--- src/rtl/packet_unpacker.sv ---
// Unpacks a {valid, check, data} packet and streams its bytes lowest-first over a
// valid/ready byte interface, tagging each byte with its recomputed parity status.
module packet_unpacker #(
   parameter int NBYTES   = 8,
   parameter int ERR_DROP = 0,
   localparam int IW      = (NBYTES > 1) ? $clog2(NBYTES) : 1,
   localparam int PW      = 9 * NBYTES + 1
) (
   input  logic          clock,
   input  logic          resetN,
   input  logic [PW-1:0] pkt_in,
   input  logic          pkt_load,
   output logic          pkt_ready,
   output logic [7:0]    byte_out,
   output logic          byte_valid,
   input  logic          byte_ready,
   output logic [IW-1:0] byte_index,
   output logic          byte_last,
   output logic          byte_perr,
   output logic [15:0]   err_count,
   output logic          dbg_state
);

   // Handshakes: a transfer happens on any rising edge where valid/load and ready
   // are both high; the offering side holds its data until that edge.
   typedef enum logic {IDLE = 1'b0, SEND = 1'b1} state_t;

   localparam logic [IW-1:0] LAST_IDX = IW'(NBYTES - 1);
   localparam logic          DROP     = (ERR_DROP != 0);

   state_t                state_q, state_d;
   logic [8*NBYTES-1:0]   data_q, data_d;
   logic [NBYTES-1:0]     mask_q, mask_d;
   logic [IW-1:0]         idx_q, idx_d;
   logic [15:0]           err_q, err_d;

   logic                  in_valid;
   logic [NBYTES-1:0]     in_check;
   logic [8*NBYTES-1:0]   in_data;
   logic [NBYTES-1:0]     in_mask;
   logic                  sending;
   logic                  at_last;
   logic                  accept;
   logic                  byte_hs;

   assign in_valid = pkt_in[9*NBYTES];
   assign in_check = pkt_in[9*NBYTES-1:8*NBYTES];
   assign in_data  = pkt_in[8*NBYTES-1:0];

   always_comb begin
      in_mask = '0;
      for (int i = 0; i < NBYTES; i++) begin
         in_mask[i] = in_check[i] ^ (^in_data[8*i +: 8]);
      end
   end

   assign sending   = (state_q == SEND);
   assign at_last   = sending && (idx_q == LAST_IDX);
   assign byte_hs   = sending && byte_ready;
   // Accepting on the last-byte handshake keeps back-to-back packets gapless.
   assign pkt_ready = !sending || (at_last && byte_ready);
   assign accept    = pkt_load && pkt_ready;

   always_comb begin
      state_d = state_q;
      data_d  = data_q;
      mask_d  = mask_q;
      idx_d   = idx_q;
      err_d   = err_q;
      if (byte_hs) begin
         if (at_last) state_d = IDLE;
         else         idx_d   = idx_q + 1'b1;
      end
      if (accept) begin
         if (in_valid) begin
            data_d = in_data;
            mask_d = in_mask;
            idx_d  = '0;
            if ((|in_mask) && (err_q != 16'hFFFF)) err_d = err_q + 16'd1;
            state_d = (DROP && (|in_mask)) ? IDLE : SEND;
         end else begin
            state_d = IDLE;
         end
      end
   end

   always_ff @(posedge clock or negedge resetN) begin
      if (!resetN) begin
         state_q <= IDLE;
         data_q  <= '0;
         mask_q  <= '0;
         idx_q   <= '0;
         err_q   <= '0;
      end else begin
         state_q <= state_d;
         data_q  <= data_d;
         mask_q  <= mask_d;
         idx_q   <= idx_d;
         err_q   <= err_d;
      end
   end

   assign byte_valid = sending;
   assign byte_out   = sending ? 8'(data_q >> {idx_q, 3'b000}) : 8'h00;
   assign byte_perr  = sending ? mask_q[idx_q] : 1'b0;
   assign byte_index = sending ? idx_q : '0;
   assign byte_last  = at_last;
   assign err_count  = err_q;
   assign dbg_state  = state_q;

endmodule

--- config.mk ---
export PLATFORM = sky130hd
export DESIGN_NAME = packet_unpacker
export DESIGN_NICKNAME = d
export VERILOG_FILES = /design/src/rtl/packet_unpacker.sv
export SDC_FILE = /design/constraint.sdc
export NUM_CORES = 1
export LEC_CHECK = 0
export CORE_UTILIZATION = 55
export CTS_CLUSTER_SIZE = 8
export DETAILED_ROUTE_END_ITERATION = 8
export GPL_TIMING_DRIVEN = 0
export PLACE_DENSITY = 0.93
export SLEW_MARGIN = 20
export SYNTH_ARGS = -nofsm -noshare
export SYNTH_HDL_FRONTEND = slang
export SYNTH_SLANG_ARGS = --single-unit
--- constraint.sdc ---
create_clock -name clock -period 6.65 [get_ports clock]
set_input_delay 1.6625 -clock clock [delete_from_list [all_inputs] [get_ports clock]]
set_output_delay 1.6625 -clock clock [all_outputs]
set_load 0.01 [all_outputs]
==> flow_summary_export.csv, run 1 <==
group,metric,value,unit
floorplanning,ios,109,
yosys,synthTopCellsByArea,"dfrtp_1, mux2_2, mux4_2, xnor2_1, xor2_1",
detailed_routing,drt-initial-drc-count,177,
setup_path,cp_data_arrival_time,2.87,ns
clock_network,cts-buffers-inserted,9,
timing,finClkSkew,0.004886,ns
timing,worst_slack,2.120,ns
timing,whs,0.4988,ns
yosys,synthSimpleGateAreaFrac,6.175,%
detailed_routing,firstDrtPassIters,4,
setup_path,startpoint,"byte_ready",
flow_run,cap_violations,0,
yosys,synth_edf_count,0,
grt,grtUsageTotal,26.30,%
setup_path,r2r_start,"idx_q[1]",
floorplanning,num_rows,33,
setup_path,worst_r2r_path_depth,7,
clock_network,insertion_delay,0.36,ns
min_path,hp-class,"reg -> reg",
yosys,ys.flop_type,"dfrtp_1",
clock_network,clock_sinks,92,
clock_network,clock_path_buffers,2,
power_and_ir_drop,p_leak,2.640,nW
yosys,synth-adder-area-share,0.7784,%
grt,antenna_found_initial,0,
finish,syn2layout_area_growth,29.84,%
timing,worst_pin_slew,0.8749,ns
yosys,synth.avg_cell_area,14.02,µm²
outcome,status,"finished clean",
finish,regArea,2302,µm²
power_and_ir_drop,ir_drop,0.3685,mV
yosys,synth-seq-area-share,47.74,%
grt,grt_max_degree,61,
yosys,synth_top_family_by_area,"multiplexers",
finish,diodes,0,
clock_network,clk_pin_slew,0.09,ns
finish,multi_input_area,2445,µm²
clock_network,cts.repair.resized,0,
timing,clock.fmax,220.8,MHz
setup_path,cpPeakStageDelay,0.55,ns
floorplanning,core_area,8341,µm²
grt,grt-ovfl-total,0,
setup_path,reg2reg_slack,3.82,ns
yosys,synth_compound_area_share,0.5449,%
setup_path,worstSetupStartpointType,"input port",
power_and_ir_drop,pwr_density_cell,400.5,nW/µm²
yosys,synth_top_area_cell,"dfrtp_1",
clock_network,hold_buffers,0,
setup_path,cp-endpoint,"pkt_ready",
detailed_routing,wl_per_cell,19.15,µm
timing,fin_crit,4.530,ns
yosys,synthArstFlopShare,100.0,%
clock_network,htreeDepth,3,
floorplanning,start_util,57.82,%
timing,relSlewSlack,41.67,%
floorplanning,dieArea,9146,µm²
clock_network,cts_tree,"built",
timing,timing.setup.tns,0,ns
timing,fin_crit_sh,68.11,%
finish,final_nets,544,
clock_network,ctsRootBufferMaster,"clkbuf_8",
grt,grt_pass1_wl,17460,µm
setup_path,cp_max_fo,2,
finish,layout_common_cells,"clkdlybuf4s50_1, dfrtp_1, mux2_2",
place,io_buffers,108,
detailed_routing,route.detailed.drc,0,
detailed_routing,wl,10990,µm
setup_path,crit_slowest_cell,"clkdlybuf4s50_1",
timing,setup_viol,0,
timing,rsz0062_at_grt,"no",
floorplanning,fp.dieW,95.64,µm
timing,hold_violations,0,
setup_path,cp_cell_sequence,"clkdlybuf4s50_1 > nand2_1 > nand2_1 > clkdlybuf4s50_1",
yosys,synthXorXnorAreaFrac,15.39,%
place,place_hpwl,8297,µm
min_path,worstHoldStart,"err_count[5]",
yosys,yosysTopAreaCellShare,47.74,%
finish,drive_gt1_share,24.52,%
timing,final-max-slew-violation-count,0,
detailed_routing,via_per_inst,5.641,
place,dp_slack,2.109,ns
finish,mostFrequentLayoutCell,"clkdlybuf4s50_1",
detailed_routing,antenna_left,0,
yosys,synth_cells,344,
floorplanning,dieHeight,95.64,µm
detailed_routing,vias,3238,
place,place_congestion,0.7885,
yosys,synthMuxAreaShare,27.82,%
setup_path,required,4.99,ns
yosys,yosys_register_bits,92,
power_and_ir_drop,p_total,0.002508,W
grt,grt_pass1_vias,3444,
yosys,syn_nets,424,
setup_path,timing.rr.end,"data_q[32]",
yosys,synth_cell_types,29,
yosys,synth_area,4822,µm²
setup_path,crit_type,"in -> out",
clock_network,cts_setup_buffers,0,
finish,fillCellCount,518,
yosys,yosys_warnings,0,
setup_path,crit_path_end_kind,"output port",
## report_power, final
part           internal, W  switching, W
Clock             0.000183      0.000200
Sequential        0.000797      0.000146
Combinational     0.000707      0.000475
## synthesized netlist by cell type, types with 2 or more instances
library cell	count
nand4_1	3
or4_4	2
mux2i_1	11
nor3_1	5
xnor3_1	7
nor2_1	11
xnor2_1	41
xor2_1	23
mux4_2	18
nor4_1	3
mux2_2	72
dfrtp_1	92
nand3_1	6
nand2_1	10
and2_1	4
nor2b_1	9
clkbuf_1	13
ha_1	3
## registers in the layout, summed over array words and instances (netlist names)
register and count:
mask_q 8, byte_valid 1, data_q 64, err_count 16
idx_q 3
## per-layer routing
layer	track usage, %	part of all wire (%)	vias to the layer above	wire [µm]
met5	0	0	-	0
met4	9.701	1.4	0	155
met3	3.907	4.6	14	501
met2	45.18	53	98	5784
met1	33.89	41	1670	4551
li1	-	-	1456	-
## critical path, delay by kind of cell
family / cells / cell delay [ns]
buffers and inverters: 2 / 1.04
AND/OR/NAND/NOR: 2 / 0.17
## how the worst min path moves through the flow
stage / end / slack [ns] / cells after the start
2_1_floorplan: data_q[16] / 0.48 / 1
3_3_place_gp: err_count[5] / 0.47 / 1
3_5_place_dp: err_count[14] / 0.48 / 1
4_1_cts: err_count[14] / 0.50 / 1
5_1_grt: err_count[14] / 0.52 / 1
6_report: err_count[5] / 0.50 / 1
## final cells by class
cell class	instances	share of cell area [%]
Clock buffer	10	2.198
Tap cell	105	2.098
Sequential cell	92	36.77
Buffer	16	1.139
Inverter	1	0.05995
Clock inverter	6	1.019
Multi-Input combinational cell	235	39.05
Timing Repair Buffer	109	17.67
## through the flow
stage	instances	utilization, %	area (µm²)
detailed placement	558	72.65	6060
CTS	574	75.07	6261
global route	574	75.07	6261
global placement	557	72.35	6035
finish	574	75.07	6261
floorplan	344	-	4822
## cells by family (layout without fill, tap and decap cells)
kind of cell    Yosys count  in the layout
buf+inv                  17            142
flops                    92             92
xor+xnor                 72             72
mux                     102            102
compound gates            2              2
simple gates             56             56
fa+ha+maj                 3              3
(Power assumes the default switching activity.)
==> run 2, diff against run 1 <==
--- a/config.mk
+++ b/config.mk
@@ -5,11 +5,11 @@
 export SDC_FILE = /design/constraint.sdc
 export NUM_CORES = 1
 export LEC_CHECK = 0
-export CORE_UTILIZATION = 55
+export CORE_UTILIZATION = 46
 export CTS_CLUSTER_SIZE = 8
 export DETAILED_ROUTE_END_ITERATION = 8
 export GPL_TIMING_DRIVEN = 0
-export PLACE_DENSITY = 0.93
+export PLACE_DENSITY = 0.84
 export SLEW_MARGIN = 20
 export SYNTH_ARGS = -nofsm -noshare
 export SYNTH_HDL_FRONTEND = slang
==> constraint.sdc (replaced) <==
create_clock -name clock -period 4.1 [get_ports clock]
set_input_delay 1.025 -clock clock [delete_from_list [all_inputs] [get_ports clock]]
set_output_delay 1.025 -clock clock [all_outputs]
set_load 0.01 [all_outputs]
==> run 2 against run 1 <==
The run now ends with DRC left. First-iteration DRC count is 41% lower. Cell area is 0.84% higher. Sequential share of layout area is 0.31 points lower. Combinational power is 62% higher. Clock skew is 0.0086 ns higher. Worst setup slack worse by 1.8 ns. Critical path depth is 1 higher. Non-clock buffer count stayed put. Total power is 64% higher. Clock-buffer cell count stayed put. Final cell count is 5.4% higher.
==> flow_summary_export.csv, run 2 (synthesis gave the netlist of run 1 again) <==
group,metric,value,unit
detailed_routing,wl_per_cell,18.00,µm
clock_network,ctsRootBufferMaster,"clkbuf_8",
detailed_routing,antenna_left,0,
setup_path,cp_max_fo,10,
floorplanning,fp.dieW,104.4,µm
clock_network,cts_tree,"built",
clock_network,clock_path_buffers,2,
timing,fin_crit,3.824,ns
outcome,status,"finished with violations",
min_path,hp-class,"reg -> reg",
grt,antenna_found_initial,0,
grt,grtUsageTotal,21.48,%
timing,final-max-slew-violation-count,0,
floorplanning,dieHeight,104.4,µm
clock_network,cts_setup_buffers,0,
floorplanning,core_area,10230,µm²
clock_network,htreeDepth,3,
setup_path,crit_type,"reg -> out",
finish,fillCellCount,779,
setup_path,reg2reg_slack,1.27,ns
timing,hold_violations,0,
power_and_ir_drop,p_leak,2.650,nW
finish,layout_common_cells,"clkdlybuf4s50_1, dfrtp_1, mux2_2",
floorplanning,dieArea,10900,µm²
finish,regArea,2302,µm²
finish,final_cells,605,
clock_network,hold_buffers,0,
place,place_congestion,0.8247,
finish,mostFrequentLayoutCell,"clkdlybuf4s50_1",
grt,grt_pass1_vias,3475,
timing,timing.setup.tns,0,ns
setup_path,cp_data_arrival_time,2.80,ns
grt,grt-ovfl-total,0,
detailed_routing,route.detailed.drc,2,
timing,finClkSkew,0.01353,ns
power_and_ir_drop,ir_drop,0.5937,mV
grt,grt_max_degree,59,
timing,clock.fmax,261.5,MHz
place,place_hpwl,8407,µm
timing,fin_crit_sh,93.26,%
place,io_buffers,108,
detailed_routing,vias,3197,
clock_network,insertion_delay,0.37,ns
timing,worst_pin_slew,0.9045,ns
clock_network,cts.repair.resized,0,
timing,setup_viol,0,
detailed_routing,wl,10890,µm
detailed_routing,firstDrtPassIters,6,
setup_path,required,3.07,ns
finish,multi_input_area,2445,µm²
setup_path,worstSetupStartpointType,"flip-flop",
floorplanning,ios,109,
flow_run,cap_violations,0,
setup_path,crit_path_end_kind,"output port",
outcome,violations,"DRC",
floorplanning,start_util,47.13,%
place,place.detailed.instances,589,
detailed_routing,drt-initial-drc-count,105,
finish,regMostFlops,"data_q",
clock_network,cts-buffers-inserted,9,
power_and_ir_drop,pwr_density_cell,651.1,nW/µm²
timing,rsz0062_at_grt,"no",
grt,grt_pass1_wl,17750,µm
detailed_routing,via_per_inst,5.284,
timing,whs,0.5102,ns
floorplanning,num_rows,37,
finish,syn2layout_area_growth,30.93,%
clock_network,clk_pin_slew,0.09,ns
finish,final_nets,544,
clock_network,clock_sinks,92,
finish,diodes,0,
timing,relSlewSlack,39.70,%
finish,drive_gt1_share,24.31,%
finish,largest_reg_flops,64,
## run 2: cell count changes in the layout (fill, tap and decap cells not counted), sizes merged
cell      delta
bufinv       +1
clkinv       -2
clkinvlp     -2
inv          +3
## run 2: per-layer routing
layer	GRT usage (%)	part of all wire [%]
met5	0	0
met4	6.837	1.9
met2	36.42	51
met1	27.27	43
met3	4.825	4.9
## run 2: report_power, final
group	internal, W	leakage [nW]	switching (W)
sequential	0.00129	1.14	0.000223
combinational	0.00114	1.40	0.000765
clock	0.000352	0.112	0.000334
total	0.00279	2.65	0.00132
## run 2: metrics by stage
stage          instance area (µm²)  setup slack (ns)  total power, W  utilization, %
2_1_floorplan                 4822             1.001        0.002688               -
3_3_place_gp                  6073            -1.238        0.003358           59.36
3_5_place_dp                  6091            0.2948        0.003447           59.53
4_1_cts                       6314            0.2250        0.004131           61.71
5_1_grt                       6314           0.08162        0.004334           61.71
6_report                      6314            0.2763        0.004111           61.71
## run 2: layout make-up
type                            count  area share, %
Buffer                             16          1.130
Clock buffer                       10          2.021
Clock inverter                      6          1.506
Inverter                            1        0.05945
Multi-Input combinational cell    235          38.72
Sequential cell                    92          36.46
Tap cell                          136          2.695
Timing Repair Buffer              109          17.40
## run 2: worst paths after layout
check                               from            end  cells after the start
max                             idx_q[0]    byte_out[3]                      5
min                        err_count[15]  err_count[15]                      1
max reg2reg                     idx_q[0]     data_q[47]                      7
min reg2reg                err_count[15]  err_count[15]                      1
max in group asynchronous         resetN      mask_q[7]                      2
min in group asynchronous         resetN   err_count[1]                      1
## run 2: worst max-delay path: stages (launching register included)
cell and delay [ns]:
dfrtp_1 0.38, clkbuf_1 0.69, mux4_2 0.63, mux2i_1 0.16, nor2b_1 0.09, clkdlybuf4s50_1 0.48
==> run 3, diff against run 2 <==
--- a/config.mk
+++ b/config.mk
@@ -5,11 +5,12 @@
 export SDC_FILE = /design/constraint.sdc
 export NUM_CORES = 1
 export LEC_CHECK = 0
-export CORE_UTILIZATION = 46
+export CORE_UTILIZATION = 35
 export CTS_CLUSTER_SIZE = 8
 export DETAILED_ROUTE_END_ITERATION = 8
 export GPL_TIMING_DRIVEN = 0
-export PLACE_DENSITY = 0.84
+export HOLD_SLACK_MARGIN = 0.05
+export PLACE_DENSITY = 0.68
 export SLEW_MARGIN = 20
 export SYNTH_ARGS = -nofsm -noshare
 export SYNTH_HDL_FRONTEND = slang
==> run 3 against run 2 <==
The run now ends clean. Worst setup slack better by 0.036 ns. Final cell count up 6.6%. Flip-flop and latch count unchanged. Clock power up 23%. Critical path type unchanged. Sequential share of layout area down 0.80 points. Critical endpoint is now byte_out[4].
==> flow_summary_export.csv, run 3 (synthesis gave the netlist of run 1 again) <==
group,metric,value,unit
grt,grt-ovfl-total,0,
grt,grt_max_degree,67,
min_path,hp-class,"reg -> reg",
detailed_routing,antenna_left,0,
finish,mostFrequentLayoutCell,"clkdlybuf4s50_1",
setup_path,cp_num_buf_inv,2,
finish,syn2layout_area_growth,33.86,%
clock_network,cts_setup_buffers,0,
floorplanning,dieArea,14250,µm²
setup_path,reg2reg_slack,1.28,ns
detailed_routing,firstDrtPassIters,4,
setup_path,crit_slowest_cell,"clkbuf_1",
setup_path,cp_num_cells,5,
setup_path,required,3.07,ns
detailed_routing,route.detailed.drc,0,
clock_network,hold_buffers,0,
setup_path,cpPeakStageDelay,0.69,ns
floorplanning,num_rows,42,
timing,whs,0.4932,ns
setup_path,path_delay_family,"buffers and inverters",
floorplanning,fp.dieW,119.4,µm
setup_path,crit_type,"reg -> out",
timing,fin_crit_sh,92.38,%
detailed_routing,wl,11030,µm
setup_path,worstSetupStartpointType,"flip-flop",
clock_network,clk_pin_slew,0.07,ns
grt,use_met3,3.831,%
timing,hold_violations,0,
clock_network,cts-buffers-inserted,9,
setup_path,worst_r2r_path_depth,7,
setup_path,cp_data_arrival_time,2.76,ns
grt,use_met1,21.58,%
setup_path,cp_max_fo,10,
setup_path,timing.rr.end,"data_q[47]",
grt,grt-busiest-layer,"met2",
detailed_routing,drt-initial-drc-count,149,
finish,layout_common_cells,"clkdlybuf4s50_1, dfrtp_1, mux2_2",
setup_path,cp_cell_sequence,"clkbuf_1 > mux4_2 > mux2i_1 > nor2b_1 > clkdlybuf4s50_1",
clock_network,cts.repair.resized,0,
timing,fin_crit,3.788,ns
grt,grtUsageTotal,16.61,%
finish,drive_gt1_share,24.31,%
clock_network,clock_path_buffers,2,
timing,worst_pin_slew,0.9045,ns
floorplanning,dieHeight,119.4,µm
finish,final_nets,544,
timing,clock.fmax,264.0,MHz
timing,setup_viol,0,
place,place_hpwl,8694,µm
timing,final-max-slew-violation-count,0,
detailed_routing,wl_per_cell,17.10,µm
power_and_ir_drop,ir_drop,0.5773,mV
finish,regMostFlops,"data_q",
power_and_ir_drop,p_leak,2.689,nW
place,place_congestion,0.7407,
place,io_buffers,108,
clock_network,cts_tree,"built",
setup_path,r2r_start,"idx_q[1]",
finish,finalInstanceArea,6455,µm²
finish,diodes,0,
timing,relSlewSlack,39.70,%
setup_path,cp-endpoint,"byte_out[4]",
clock_network,ctsRootBufferMaster,"clkbuf_16",
floorplanning,start_util,36.13,%
floorplanning,ios,109,
detailed_routing,via_per_inst,4.822,
power_and_ir_drop,pwr_density_cell,659.7,nW/µm²
setup_path,crit_path_end_kind,"output port",
clock_network,clock_sinks,92,
grt,grt_pass1_wl,17990,µm
clock_network,insertion_delay,0.34,ns
grt,grt_pass1_vias,3457,
finish,largest_reg_flops,64,
timing,rsz0062_at_grt,"no",
grt,antenna_found_initial,0,
timing,timing.setup.tns,0,ns
timing,finClkSkew,0.009583,ns
detailed_routing,vias,3110,
outcome,status,"finished clean",
grt,use_met2,28.02,%
floorplanning,core_area,13350,µm²
flow_run,cap_violations,0,
setup_path,startpoint,"idx_q[0]",
place,placed_area,6152,µm²
clock_network,htreeDepth,3,
## run 3: cell type report
cell class / count / area (µm²)
Sequential cell: 92 / 2302
Inverter: 1 / 3.754
Clock buffer: 11 / 242.7
Fill cell: 1217 / 6893
Timing Repair Buffer: 109 / 1110
Tap cell: 176 / 220.2
Clock inverter: 5 / 60.06
Multi-Input combinational cell: 235 / 2445
Buffer: 16 / 71.32
## run 3: through the flow
| stage | worst slack, ns | total power, W | std cells | util (%) |
|---|---|---|---|---|
| CTS | 0.2678 | 0.004305 | 645 | 48.36 |
| global route | 0.06917 | 0.004518 | 645 | 48.36 |
| global placement | -1.307 | 0.003388 | 628 | 45.88 |
| floorplan | 1.001 | 0.002688 | 344 | - |
| finish | 0.3124 | 0.004258 | 645 | 48.36 |
| detailed placement | 0.2583 | 0.003455 | 629 | 46.09 |
## run 3: power breakdown
group          internal (W)  leakage [nW]  switching, W
registers           0.00129          1.14      0.000218
clock network      0.000492         0.146      0.000349
logic               0.00114          1.40      0.000759
## run 3: layer usage
layer | vias to the layer above | wire [µm]
met4 | 0 | 138
met2 | 74 | 5373
met3 | 10 | 466
met1 | 1559 | 5053
met5 | - | 0
li1 | 1467 | -
## run 3: worst min path at each step
stage                            start      endpoint  slack, ns  cells after the start
after floorplan             data_q[16]    data_q[16]       0.48                      1
after global placement    err_count[5]  err_count[5]       0.47                      1
after detailed placement  err_count[5]  err_count[5]       0.48                      1
after CTS                 err_count[5]  err_count[5]       0.49                      1
after global routing         mask_q[3]     mask_q[3]       0.51                      1
final                     err_count[5]  err_count[5]       0.49                      1
==> edit 1 (config.mk and constraints of run 3) <==
Set the parameter `NBYTES` to 16 (it was 8).
--- a/src/rtl/packet_unpacker.sv
+++ b/src/rtl/packet_unpacker.sv
@@ -1,7 +1,7 @@
 // Unpacks a {valid, check, data} packet and streams its bytes lowest-first over a
 // valid/ready byte interface, tagging each byte with its recomputed parity status.
 module packet_unpacker #(
-   parameter int NBYTES   = 8,
+   parameter int NBYTES   = 16,
    parameter int ERR_DROP = 0,
    localparam int IW      = (NBYTES > 1) ? $clog2(NBYTES) : 1,
    localparam int PW      = 9 * NBYTES + 1
Interface: changed (resized byte_index and pkt_in); port bits go from 109 to 182. The function was not compared with the original's and may differ.
==> edit 1 against run 3 <==
Final cell count increased by 120%. Count of clock-buffer cells in the layout is 10 higher. Largest cell class unchanged. Setup slack got worse by 0.26 ns. Combinational power rose by 74%. Design area up 80%. Clock power up 81%. Area after synthesis grew 82%. Sequential cell count increased by 73. Via count up 120%. Sequential share of layout area shrank 0.059 points. Utilization shrank 0.96 points. Global-route usage is 3.7 points higher. Total power rose by 77%. Wire length rose by 120%.
==> edit 1: results (changes against run 3) <==
metric	value	unit	change
CP arrival	3.02	ns	+0.26 ns
proportion of cell area occupied by registers	35.61	%	-0.059 points
H-Tree Depth	4		+1
Non-clock buffer share	17.67	%	-0.62 points
sequential cell count	165		+79%
Max IR drop VDD	0.3020	mV	-48%
placed cell area	11030	um2	+79%
Commonest cells post-synth	nand2_1 (412), dfrtp_1 (165), xnor2_1 (67)		
Multi-In Gates	667		+180%
share of layout cells above drive strength 1	8.974	%	-15 points
Seq/Total Area, Yosys	47.05	%	-0.69 points
Logic pwr share	43.9	%	-0.8 points
Layout area overhead	32.14	%	
first-pass GRT wire length	39470	um	+120%
outcome	complete, no violations		
top area cells in the synthesized netlist	dfrtp_1 (47%), nand2_1 (18%), mux4_2 (12%), xnor2_1 (6.7%), xor2_1 (4.6%)		
GRT Overall Usage	20.30	%	+3.7 points
hold depth	2		+1
Pre-Repair DR Iteration Count	5		+1
Worst setup startpoint	idx_q[1]		
hold endpoint	data_q[19]		
max reg flops	128		+100%
final net count	1230		+130%
vias in the first global route	7170		+110%
Slew headroom	40.62	%	+0.92 points
CP Capture Point	byte_out[3]		
Buffers excl. clock	227		+82%
GP Congestion	0.8583		+16%
clock network contribution to total cell area	4.780	%	+0.089 points
largest net degree at the start of global routing	85		+27%
worst hold margin	0.4696	ns	-0.02356 ns
routed vias	6902		+120%
Post-Route M1 WL	10490	um	+110%
Clk pwr share	20.2	%	+0.4 points
Worst R2R Setup Slack	1.16	ns	-0.12 ns
Syn Nets	1030		+140%
fillers	2326		+91%
worst hold path startpoint	data_q[19]		
reg-to-reg startpoint	idx_q[0]		
library cells used by synthesis	34		+17%
clock skew	0.007938	ns	-0.001645 ns
Internal Power	0.004880	W	+66%
Worst R2R End	data_q[91]		
met1 usage	26.07	%	+4.5 points
clock buffers	21		+10
met3 wire length	1489	um	+220%
CTS Buf Count	17		+8
Leakage Power	5.393	nW	+100%
Place WS	0.01449	ns	-0.2438 ns
DR iter-0 viols	434		+190%
[edit 1: cell types whose count changed in the layout (fill, tap and decap cells not counted), sizes merged, moves of 16 or more]
| cell | delta |
|---|---|
| xnor2 | +26 |
| clkbuf | +37 |
| nand2 | +402 |
| mux2 | -72 |
| mux4 | +27 |
| dfrtp | +73 |
| clkdlybuf4s50 | +73 |
| o21ai | +16 |
| xor2 | +23 |
[edit 1: kinds of logic (layout without fill, tap and decap cells)]
group / after synthesis / after routing / synth area share [%]
multiplexers: 47 / 47 / 11.83
AND/OR/NAND/NOR: 468 / 468 / 21.94
buffers and inverters: 47 / 260 / 2.196
flip-flops: 165 / 165 / 47.05
AO/OA/AOI/OAI: 21 / 21 / 1.312
XOR/XNOR: 129 / 129 / 15.38
adder cells (fa/ha/maj): 2 / 2 / 0.2851
[edit 1: per-stage QoR]
step	power, W	std cells
global route	0.007994	1416
detailed placement	0.006025	1385
global placement	0.005936	1384
CTS	0.007572	1417
finish	0.007531	1416
floorplan	0.004687	879
==> edit 2 (flow settings as in run 3) <==
Made on the original files. Make the reset (`resetN`) synchronous in one clocked block.
--- a/src/rtl/packet_unpacker.sv
+++ b/src/rtl/packet_unpacker.sv
@@ -84,7 +84,7 @@
       end
    end
 
-   always_ff @(posedge clock or negedge resetN) begin
+   always_ff @(posedge clock) begin
       if (!resetN) begin
          state_q <= IDLE;
          data_q  <= '0;
Behaviour: differs if resetN is asserted again (counterexample within 4 cycles, from zero or initial values and one cycle with resetN low); with resetN held inactive, the same outputs for 10 cycles.
==> edit 2 against run 3 <==
Wire length up 23%. Sequential share of layout area down 6.3 points. Area after synthesis down 2.6%. Register-to-register slack better by 0.23 ns. Sequential cell count unchanged. Setup slack worse by 0.095 ns. Design area down 2.8%. Via count up 37%.
Power is not compared: it rests on default switching activity, and its combinational part moved more than twofold at a synthesized area within 25%.
==> edit 2: results (changes against run 3) <==
metric	value	unit	change
outcome	complete, no violations		
share of layout cells above drive strength 1	5.287	%	-19 points
GRT Overall Usage	19.78	%	+3.2 points
largest net degree at the start of global routing	14		-79%
worst hold margin	0.4596	ns	-0.03362 ns
placed cell area	5993	um2	-2.6%
Syn Nets	618		+46%
Place WS	0.2654	ns	+0.007056 ns
CP arrival	2.86	ns	+0.10 ns
asr flop ratio synth	0	%	-100 points
Seq/Total Area, Yosys	39.21	%	-8.5 points
Finished Layout Cells	834		+29%
placed cell count	818		+30%
GP Congestion	0.9002		+22%
met1 usage	25.69	%	+4.1 points
placed wire-length estimate	10350	um	+19%
Setup WS post-layout	0.2171	ns	-0.09538 ns
routed vias	4270		+37%
Worst R2R Setup Slack	1.51	ns	+0.23 ns
worst hold path startpoint	data_q[48]		
final wirelength	13540	um	+23%
Worst setup startpoint	idx_q[1]		
library cells used by synthesis	33		+14%
clock skew	0.004703	ns	-0.004880 ns
met3 usage	3.440	%	-0.39 points
top area cells in the synthesized netlist	dfxtp_1 (39%), nand2_1 (12%), mux4_2 (8.6%), a21oi_1 (8.5%), xnor2_1 (6.0%)		
vias in the first global route	4190		+21%
final net count	737		+35%
Slew headroom	42.68	%	+3.0 points
[edit 2: power by group through the flow]
stage	logic, W	registers, W	clock network (W)
after floorplan	0.000245	0.000969	0
after global placement	0.000410	0.000976	0
after detailed placement	0.000415	0.000978	0
after CTS	0.000419	0.000958	0.000808
after global routing	0.000451	0.000963	0.000853
final	0.000420	0.000959	0.000805
[edit 2: timing repair]
item,in CTS,in global routing
setup endpoints to repair,8,0
setup buffers,0,0
resized for setup,1,0
[edit 2: worst max-delay path: stages (launching register included)]
cell and delay, ns:
dfxtp_1 0.39, buf_2 0.34, clkbuf_1 0.55, mux4_2 0.40, mux2i_1 0.27, nor2b_1 0.08, clkdlybuf4s50_1 0.48
[edit 2: cells by family after synthesis]
| group | share of synthesized area, % |
|---|---|
| simple gates | 21.26 |
| flops | 39.21 |
| compound gates | 9.670 |
| xor+xnor | 12.97 |
| mux | 12.89 |
| buf+inv | 3.197 |
| fa+ha+maj | 0.7992 |
[edit 2: cell type report]
type	instances	area (um2)
fillers	1215	6603
multi-input cells	411	2705
flip-flops and latches	92	1842
repair buffers	108	1081
clock buffers	14	244.0
well taps	172	215.2
plain buffers	34	147.6
clock inverters	2	35.03
inverters	1	3.754
[edit 2: per-layer routing]
layer	up-vias	share of wire, %
li1	2059	-
met1	2029	44
met2	155	48
met3	27	5.6
met4	0	2.6
met5	-	0
[edit 2: worst paths after layout]
| path | endpoint | cells past startpoint |
|---|---|---|
| max | byte_out[7] | 6 |
| min | data_q[48] | 2 |
| max reg2reg | data_q[32] | 8 |
| min reg2reg | data_q[48] | 2 |
